File: src/rtl/ysyx_22040759_lsu_stage.sv
// ysyx_22040759_lsu_stage: EX->WB memory stage with a multi-cycle data request/response port.
// Optional misaligned-access trap enabled by defining YSYX_22040759_LSU_MISALIGN_EN.
module ysyx_22040759_lsu_stage #(
   parameter int XLEN   = 64,
   parameter int PC_W   = 64,
   parameter int INST_W = 32
) (
   input  logic              clk,
   input  logic              rst,
   input  logic              es_to_ms_valid,
   output logic              ms_allowin,
   input  logic [PC_W-1:0]   es_pc,
   input  logic [INST_W-1:0] es_inst,
   input  logic [XLEN-1:0]   es_alu_result,
   input  logic [XLEN-1:0]   es_src2,
   input  logic [2:0]        es_func3,
   input  logic              es_mem_ren,
   input  logic              es_mem_wen,
   input  logic [4:0]        es_rd,
   input  logic              es_reg_wen,
   input  logic [1:0]        es_wreg_sel,
   output logic              dreq_valid,
   input  logic              dreq_ready,
   output logic              dreq_wen,
   output logic [XLEN-1:0]   dreq_addr,
   output logic [XLEN-1:0]   dreq_wdata,
   output logic [XLEN/8-1:0] dreq_wstrb,
   output logic [1:0]        dreq_size,
   input  logic              drsp_valid,
   input  logic [XLEN-1:0]   drsp_rdata,
   input  logic              ws_allowin,
   output logic              ms_to_ws_valid,
   output logic [PC_W-1:0]   ms_pc,
   output logic [INST_W-1:0] ms_inst,
   output logic              ms_reg_wen,
   output logic [4:0]        ms_rd,
   output logic [1:0]        ms_wreg_sel,
   output logic [XLEN-1:0]   ms_alu_result,
   output logic [XLEN-1:0]   ms_rdata,
   output logic              ms_excp
);
   localparam int NB    = XLEN / 8;
   localparam int OFF_W = $clog2(NB);

   typedef enum logic [1:0] {S_IDLE = 2'd0, S_REQ = 2'd1, S_WAIT = 2'd2, S_DONE = 2'd3} state_t;

   // On a 32-bit datapath doubleword sizes collapse to word.
   function automatic logic [1:0] f_size(input logic [2:0] f3);
      if (XLEN == 32 && f3[1:0] == 2'd3) return 2'd2;
      else return f3[1:0];
   endfunction

   function automatic logic [OFF_W-1:0] f_low_mask(input logic [1:0] sz);
      logic [3:0] m;
      m = (4'd1 << sz) - 4'd1;
      return m[OFF_W-1:0];
   endfunction

   function automatic logic [NB-1:0] f_strb(input logic [1:0] sz);
      logic [7:0] m;
      case (sz)
         2'd0:    m = 8'h01;
         2'd1:    m = 8'h03;
         2'd2:    m = 8'h0F;
         default: m = 8'hFF;
      endcase
      return m[NB-1:0];
   endfunction

   function automatic logic [XLEN-1:0] f_ext(input logic [XLEN-1:0] d, input logic [2:0] f3);
      case (f3)
         3'b000:  return XLEN'($signed(d[7:0]));
         3'b001:  return XLEN'($signed(d[15:0]));
         3'b010:  return XLEN'($signed(d[31:0]));
         3'b100:  return XLEN'(d[7:0]);
         3'b101:  return XLEN'(d[15:0]);
         3'b110:  return XLEN'(d[31:0]);
         default: return d;
      endcase
   endfunction

   state_t              r_state, w_state_nxt;
   logic                r_valid, r_ren, r_wen, r_reg_wen;
   logic [PC_W-1:0]     r_pc;
   logic [INST_W-1:0]   r_inst;
   logic [XLEN-1:0]     r_alu, r_src2, r_rdata;
   logic [2:0]          r_func3;
   logic [4:0]          r_rd;
   logic [1:0]          r_wreg_sel;
   logic                w_ready_go, w_capture, w_es_mem, w_go_mem, w_es_misalign, w_rsp_take;
   logic [1:0]          w_size;
   logic [OFF_W-1:0]    w_off;
   logic [XLEN-1:0]     w_rshift;

   assign w_ready_go = (r_state == S_IDLE) || (r_state == S_DONE);
   assign ms_allowin = !r_valid || (w_ready_go && ws_allowin);
   assign w_capture  = es_to_ms_valid && ms_allowin;
   assign w_es_mem   = es_mem_ren || es_mem_wen;
   assign w_go_mem   = w_capture && w_es_mem;
   assign w_rsp_take = drsp_valid && (((r_state == S_REQ) && dreq_ready) || (r_state == S_WAIT));

`ifdef YSYX_22040759_LSU_MISALIGN_EN
   logic [1:0] w_es_size;
   logic       r_excp;
   assign w_es_size     = f_size(es_func3);
   assign w_es_misalign = w_es_mem && ((es_alu_result[OFF_W-1:0] & f_low_mask(w_es_size)) != '0);
   assign ms_excp       = r_excp;

   // Misalignment flag follows the captured instruction.
   always_ff @(posedge clk) begin
      if (rst) r_excp <= 1'b0;
      else if (w_capture) r_excp <= w_es_misalign;
   end
`else
   assign w_es_misalign = 1'b0;
   assign ms_excp       = 1'b0;
`endif

   // Sub-size address bits are dropped so the access is aligned down to its natural size.
   assign w_size   = f_size(r_func3);
   assign w_off    = r_alu[OFF_W-1:0] & ~f_low_mask(w_size);
   assign w_rshift = drsp_rdata >> {w_off, 3'b000};

   assign dreq_valid = (r_state == S_REQ);
   assign dreq_wen   = r_wen;
   assign dreq_addr  = {r_alu[XLEN-1:OFF_W], {OFF_W{1'b0}}};
   assign dreq_wdata = r_src2 << {w_off, 3'b000};
   assign dreq_wstrb = r_wen ? (f_strb(w_size) << w_off) : '0;
   assign dreq_size  = w_size;

   assign ms_to_ws_valid = r_valid && w_ready_go;
   assign ms_pc          = r_pc;
   assign ms_inst        = r_inst;
   assign ms_reg_wen     = r_reg_wen;
   assign ms_rd          = r_rd;
   assign ms_wreg_sel    = r_wreg_sel;
   assign ms_alu_result  = r_alu;
   assign ms_rdata       = r_rdata;

   // Next-state logic for the memory access sequencer.
   always_comb begin
      w_state_nxt = r_state;
      case (r_state)
         S_IDLE: begin
            if (w_go_mem) w_state_nxt = w_es_misalign ? S_DONE : S_REQ;
            else          w_state_nxt = S_IDLE;
         end
         S_REQ: begin
            if (dreq_ready) w_state_nxt = drsp_valid ? S_DONE : S_WAIT;
            else            w_state_nxt = S_REQ;
         end
         S_WAIT: begin
            if (drsp_valid) w_state_nxt = S_DONE;
            else            w_state_nxt = S_WAIT;
         end
         S_DONE: begin
            if (!ws_allowin)   w_state_nxt = S_DONE;
            else if (w_go_mem) w_state_nxt = w_es_misalign ? S_DONE : S_REQ;
            else               w_state_nxt = S_IDLE;
         end
         default: w_state_nxt = S_IDLE;
      endcase
   end

   // State, valid bit and load result.
   always_ff @(posedge clk) begin
      if (rst) begin
         r_state <= S_IDLE;
         r_valid <= 1'b0;
         r_rdata <= '0;
      end else begin
         r_state <= w_state_nxt;
         if (ms_allowin) r_valid <= es_to_ms_valid;
         if (w_capture) r_rdata <= '0;
         else if (w_rsp_take && r_ren) r_rdata <= f_ext(w_rshift, r_func3);
      end
   end

   // Payload is left unreset; r_valid qualifies it.
   always_ff @(posedge clk) begin
      if (w_capture) begin
         r_pc       <= es_pc;
         r_inst     <= es_inst;
         r_alu      <= es_alu_result;
         r_src2     <= es_src2;
         r_func3    <= es_func3;
         r_ren      <= es_mem_ren;
         r_wen      <= es_mem_wen;
         r_rd       <= es_rd;
         r_reg_wen  <= es_reg_wen;
         r_wreg_sel <= es_wreg_sel;
      end
   end
endmodule

File: config.mk
export PLATFORM = sky130hd
export DESIGN_NAME = ysyx_22040759_lsu_stage
export DESIGN_NICKNAME = d
export VERILOG_FILES = /design/src/rtl/ysyx_22040759_lsu_stage.sv
export SDC_FILE = /design/constraint.sdc
export NUM_CORES = 1
export LEC_CHECK = 0
export CAP_MARGIN = 10
export CORE_AREA = 2 2 267 269
export CTS_CLUSTER_SIZE = 25
export DETAILED_ROUTE_END_ITERATION = 10
export DIE_AREA = 0 0 269 271
export DONT_BUFFER_PORTS = 1
export GPL_TIMING_DRIVEN = 0
export PLACE_DENSITY = 0.36
export SLEW_MARGIN = 0
export SYNTH_ARGS = -nofsm -noshare
export SYNTH_HDL_FRONTEND = slang
export SYNTH_SLANG_ARGS = --single-unit
File: constraint.sdc
create_clock -name clk -period 13.1 [get_ports clk]
set_input_delay 1.31 -clock clk [delete_from_list [all_inputs] [get_ports clk]]
set_output_delay 1.31 -clock clk [all_outputs]
set_load 0.02 [all_outputs]
==> implementation parameters <==
Parameter                              Value

Final layout
  Final net count ... 1492
  Final core utilization ... 0.227
  Layout overhead on the synthesized area ... 18.7%
  Commonest non-fill, non-tap cell in the layout ... sky130_fd_sc_hd__edfxtp_1
  Ratio of cells with drive above 1 in the final layout ... 0.160
  Most frequent cells in the layout ... 237 x sky130_fd_sc_hd__edfxtp_1, 182 x sky130_fd_sc_hd__nand2_1, 113 x sky130_fd_sc_hd__o21ai_0

Global route
  Via count of the first global-routing pass ... 9868
  Total global routing overflow ... 0
  Gr usage total ... 0.183
  Global-route wire length before repair ... 90.4 mm
  Largest net degree at the start of global routing ... 124
  Antenna violations before repair ... 24

Power and ir drop
  Max IR drop VDD ... 120 uV
  Leakage power ... 5.70 nW
  Pwr Total ... 2.55 mW
  Total power divided by cell area ... 161 nW/um^2

Clocking
  Setup Buffers After CTS ... 0
  Clock network latency to the later pin of the worst-skew pair ... 550 ps
  H-tree levels ... 2
  Clock tree from TritonCTS ... built
  Number of resized instances in the post-cts repair step ... 0
  Clock-pin slew of the registers on the worst-case setup and hold paths ... 60 ps
  Number of clock sinks ... 304
  Number of buffers created by CTS ... 37
  Clock tree root driver cell ... sky130_fd_sc_hd__clkbuf_16
  Hold-fix buffers at CTS ... 0
  Max Buffers Root-to-Sink ... 3

Synthesis
  Synthesized area per cell ... 11.8 sq um
  Yosys top cell area share ... 0.533
  Leading area contributor after synthesis ... sky130_fd_sc_hd__edfxtp_1
  Fraction of registers with async set or reset after synthesis ... 0
  Number of enable-type register cells in the synthesized netlist ... 237
  Register area share after synthesis ... 0.633
  Post-synth design cell area ... 13400 sq um
  Cell count after synthesis ... 1136
  Flip-flop and latch count after synthesis ... 304
  Number of different library cells in the post-synthesis netlist ... 52
  Main flop type after synthesis ... sky130_fd_sc_hd__edfxtp_1
  Most area-consuming cells after synthesis ... sky130_fd_sc_hd__edfxtp_1 53%, sky130_fd_sc_hd__dfxtp_1 10%, sky130_fd_sc_hd__nand2_1 5.1%, sky130_fd_sc_hd__o21ai_0 4.2%, sky130_fd_sc_hd__buf_4 4.0%
  Synthesis Warnings ... 0

Floorplanning
  Vertical die dimension ... 271 um
  Starting density of the core ... 0.191
  Number of core rows ... 97
  Die extent in x ... 269 um
  Full die area ... 72900 sq um
  Number of I/O pins ... 682
  Core area ... 69800 sq um

Setup path
  Max FO, Critical Path ... 10
  Logic depth of the worst register-to-register path ... 6
  Endpoint of the worst setup timing path ... dreq_wdata[45]
  Startpoint of the worst register-to-register path ... r_state[0]
  Worst Path Arrival ... 4400 ps
  Launching instance or port of the critical path ... ms_alu_result[1]
  Register-to-register setup slack ... 9500 ps
  Data required time of the critical path ... 11790 ps
  Startpoint type of the worst setup path ... register
  Reg-to-reg critical path endpoint ... r_src2[36]
  Setup CP Type ... register to output pin
  Sort of element at the end of the critical path ... output pin

STA
  RSZ-0062 raised after global routing ... no
  Number of max-slew violations in the final report ... 0
  Final setup skew ... 11.5 ps
  Slew margin rel. ... 0.135
  Maximum clock frequency ... 0.175 GHz
  Post-route worst setup slack ... 7390 ps
  Setup-failing EPs final ... 0
  Final Hold Vio Count ... 0
  Transition time of the tightest slew-check pin ... 1280 ps
  Final sum of negative setup slack ... 0 ps
  Worst Hold Margin ... 634 ps
  Crit share post-route ... 0.436
  Time the final worst path needs with I/O delays and setup ... 5710 ps

Detailed routing
  Drt drc ... 0
  Detailed-router iteration count before antenna repair ... 5
  Post-DRT Antenna Nets ... 0
  DRT iter0 DRCs ... 830
  Total detailed-routing wirelength ... 69.9 mm
  Number of vias after detailed routing ... 9960
  Post-detailed-route via-to-cell ratio ... 4.63
  Routed WL per cell ... 32.5 um

Flow run
  Number of max-capacitance violations reported ... 0

Placed design
  GPL Wtd Cong ... 0.905
  Post-Place Setup Slack ... 7930 ps
  Number of port buffers ... 0
  Detailed Place HPWL ... 55.8 mm

Status
  Result of the run ... finished, final reports clean

Worst hold path
  Worst hold path type ... register to register
==> cell type report <==
class                      instances  area (sq um)
clock buffer                      46          1010
multi-input combinational        678          3980
clock inverter                    21           233
inverter                           9          41.3
sequential                       304          8460
buffer                           148           898
timing repair buffer               3          46.3
antenna                            4          10.0
fill                            7554         53900
tap                              940          1180
==> how the worst min path moves through the flow <==
stage                       from  slack [ps]  cells after the start           end
floorplan            ms_rdata[7]         540                      2   ms_rdata[7]
finish               ms_rdata[7]         630                      2   ms_rdata[7]
global route        ms_rdata[38]         650                      2  ms_rdata[38]
detailed placement  ms_rdata[35]         630                      2  ms_rdata[35]
CTS                 ms_rdata[35]         640                      2  ms_rdata[35]
global placement    ms_rdata[58]         630                      2  ms_rdata[58]
==> metal layers <==
layer | vias up | global-route usage | part of all wire
met3 | 100 | 0.0830 | 0.12
li1 | 4200 | - | -
met4 | 14 | 0.0428 | 0.024
met1 | 5019 | 0.188 | 0.34
met5 | - | 0 | 0.0012
met2 | 627 | 0.333 | 0.52
==> critical path: stages, from the launching register on <==
cell                       delay (ps)
sky130_fd_sc_hd__edfxtp_1         660
sky130_fd_sc_hd__buf_4            270
sky130_fd_sc_hd__nor2b_1          130
sky130_fd_sc_hd__buf_2            380
sky130_fd_sc_hd__clkbuf_1         650
sky130_fd_sc_hd__nand2_1          570
sky130_fd_sc_hd__o21ai_0         1160
==> synthesized netlist by cell type (all sizes together) (8+ instances only) <==
cell type	count
nand3	60
and2	10
buf	113
nand2	182
a211o	11
nor2	63
mux4	17
clkbuf	35
edfxtp	237
dfxtp	67
mux2i	41
and3	15
inv	8
or3	9
a22oi	9
a31oi	58
o21ai	117
a21oi	33
==> flip-flops by register name (all words and copies together), names as in the netlist <==
name           cells
r_ren              1
ms_wreg_sel        2
ms_pc             64
r_src2            64
r_valid            1
dreq_wen           1
ms_reg_wen         1
ms_rd              5
ms_alu_result     64
ms_inst           32
r_func3            3
r_state            2
ms_rdata          64
==> metrics by stage <==
step / cells / cell area, sq um
2_1_floorplan: 1139 / 13400
3_3_place_gp: 2079 / 14500
3_5_place_dp: 2081 / 14600
4_1_cts: 2148 / 15800
5_1_grt: 2150 / 15800
6_report: 2153 / 15900
==> cells by family after synthesis <==
logic type | share of synthesized area
AO/OA/AOI/OAI | 0.114
adder cells (fa/ha/maj) | 0.00375
buffers and inverters | 0.0698
flip-flops | 0.633
multiplexers | 0.0602
other | 0.000281
AND/OR/NAND/NOR | 0.119
==> where the power goes <==
part / switching [mW] / total [mW] / internal, mW
clock network: 0.434 / 1.07 / 0.632
registers: 0.0898 / 1.19 / 1.10
logic: 0.213 / 0.287 / 0.0740
total: 0.737 / 2.55 / 1.81
Note: power is estimated with default switching activity, not from simulation.
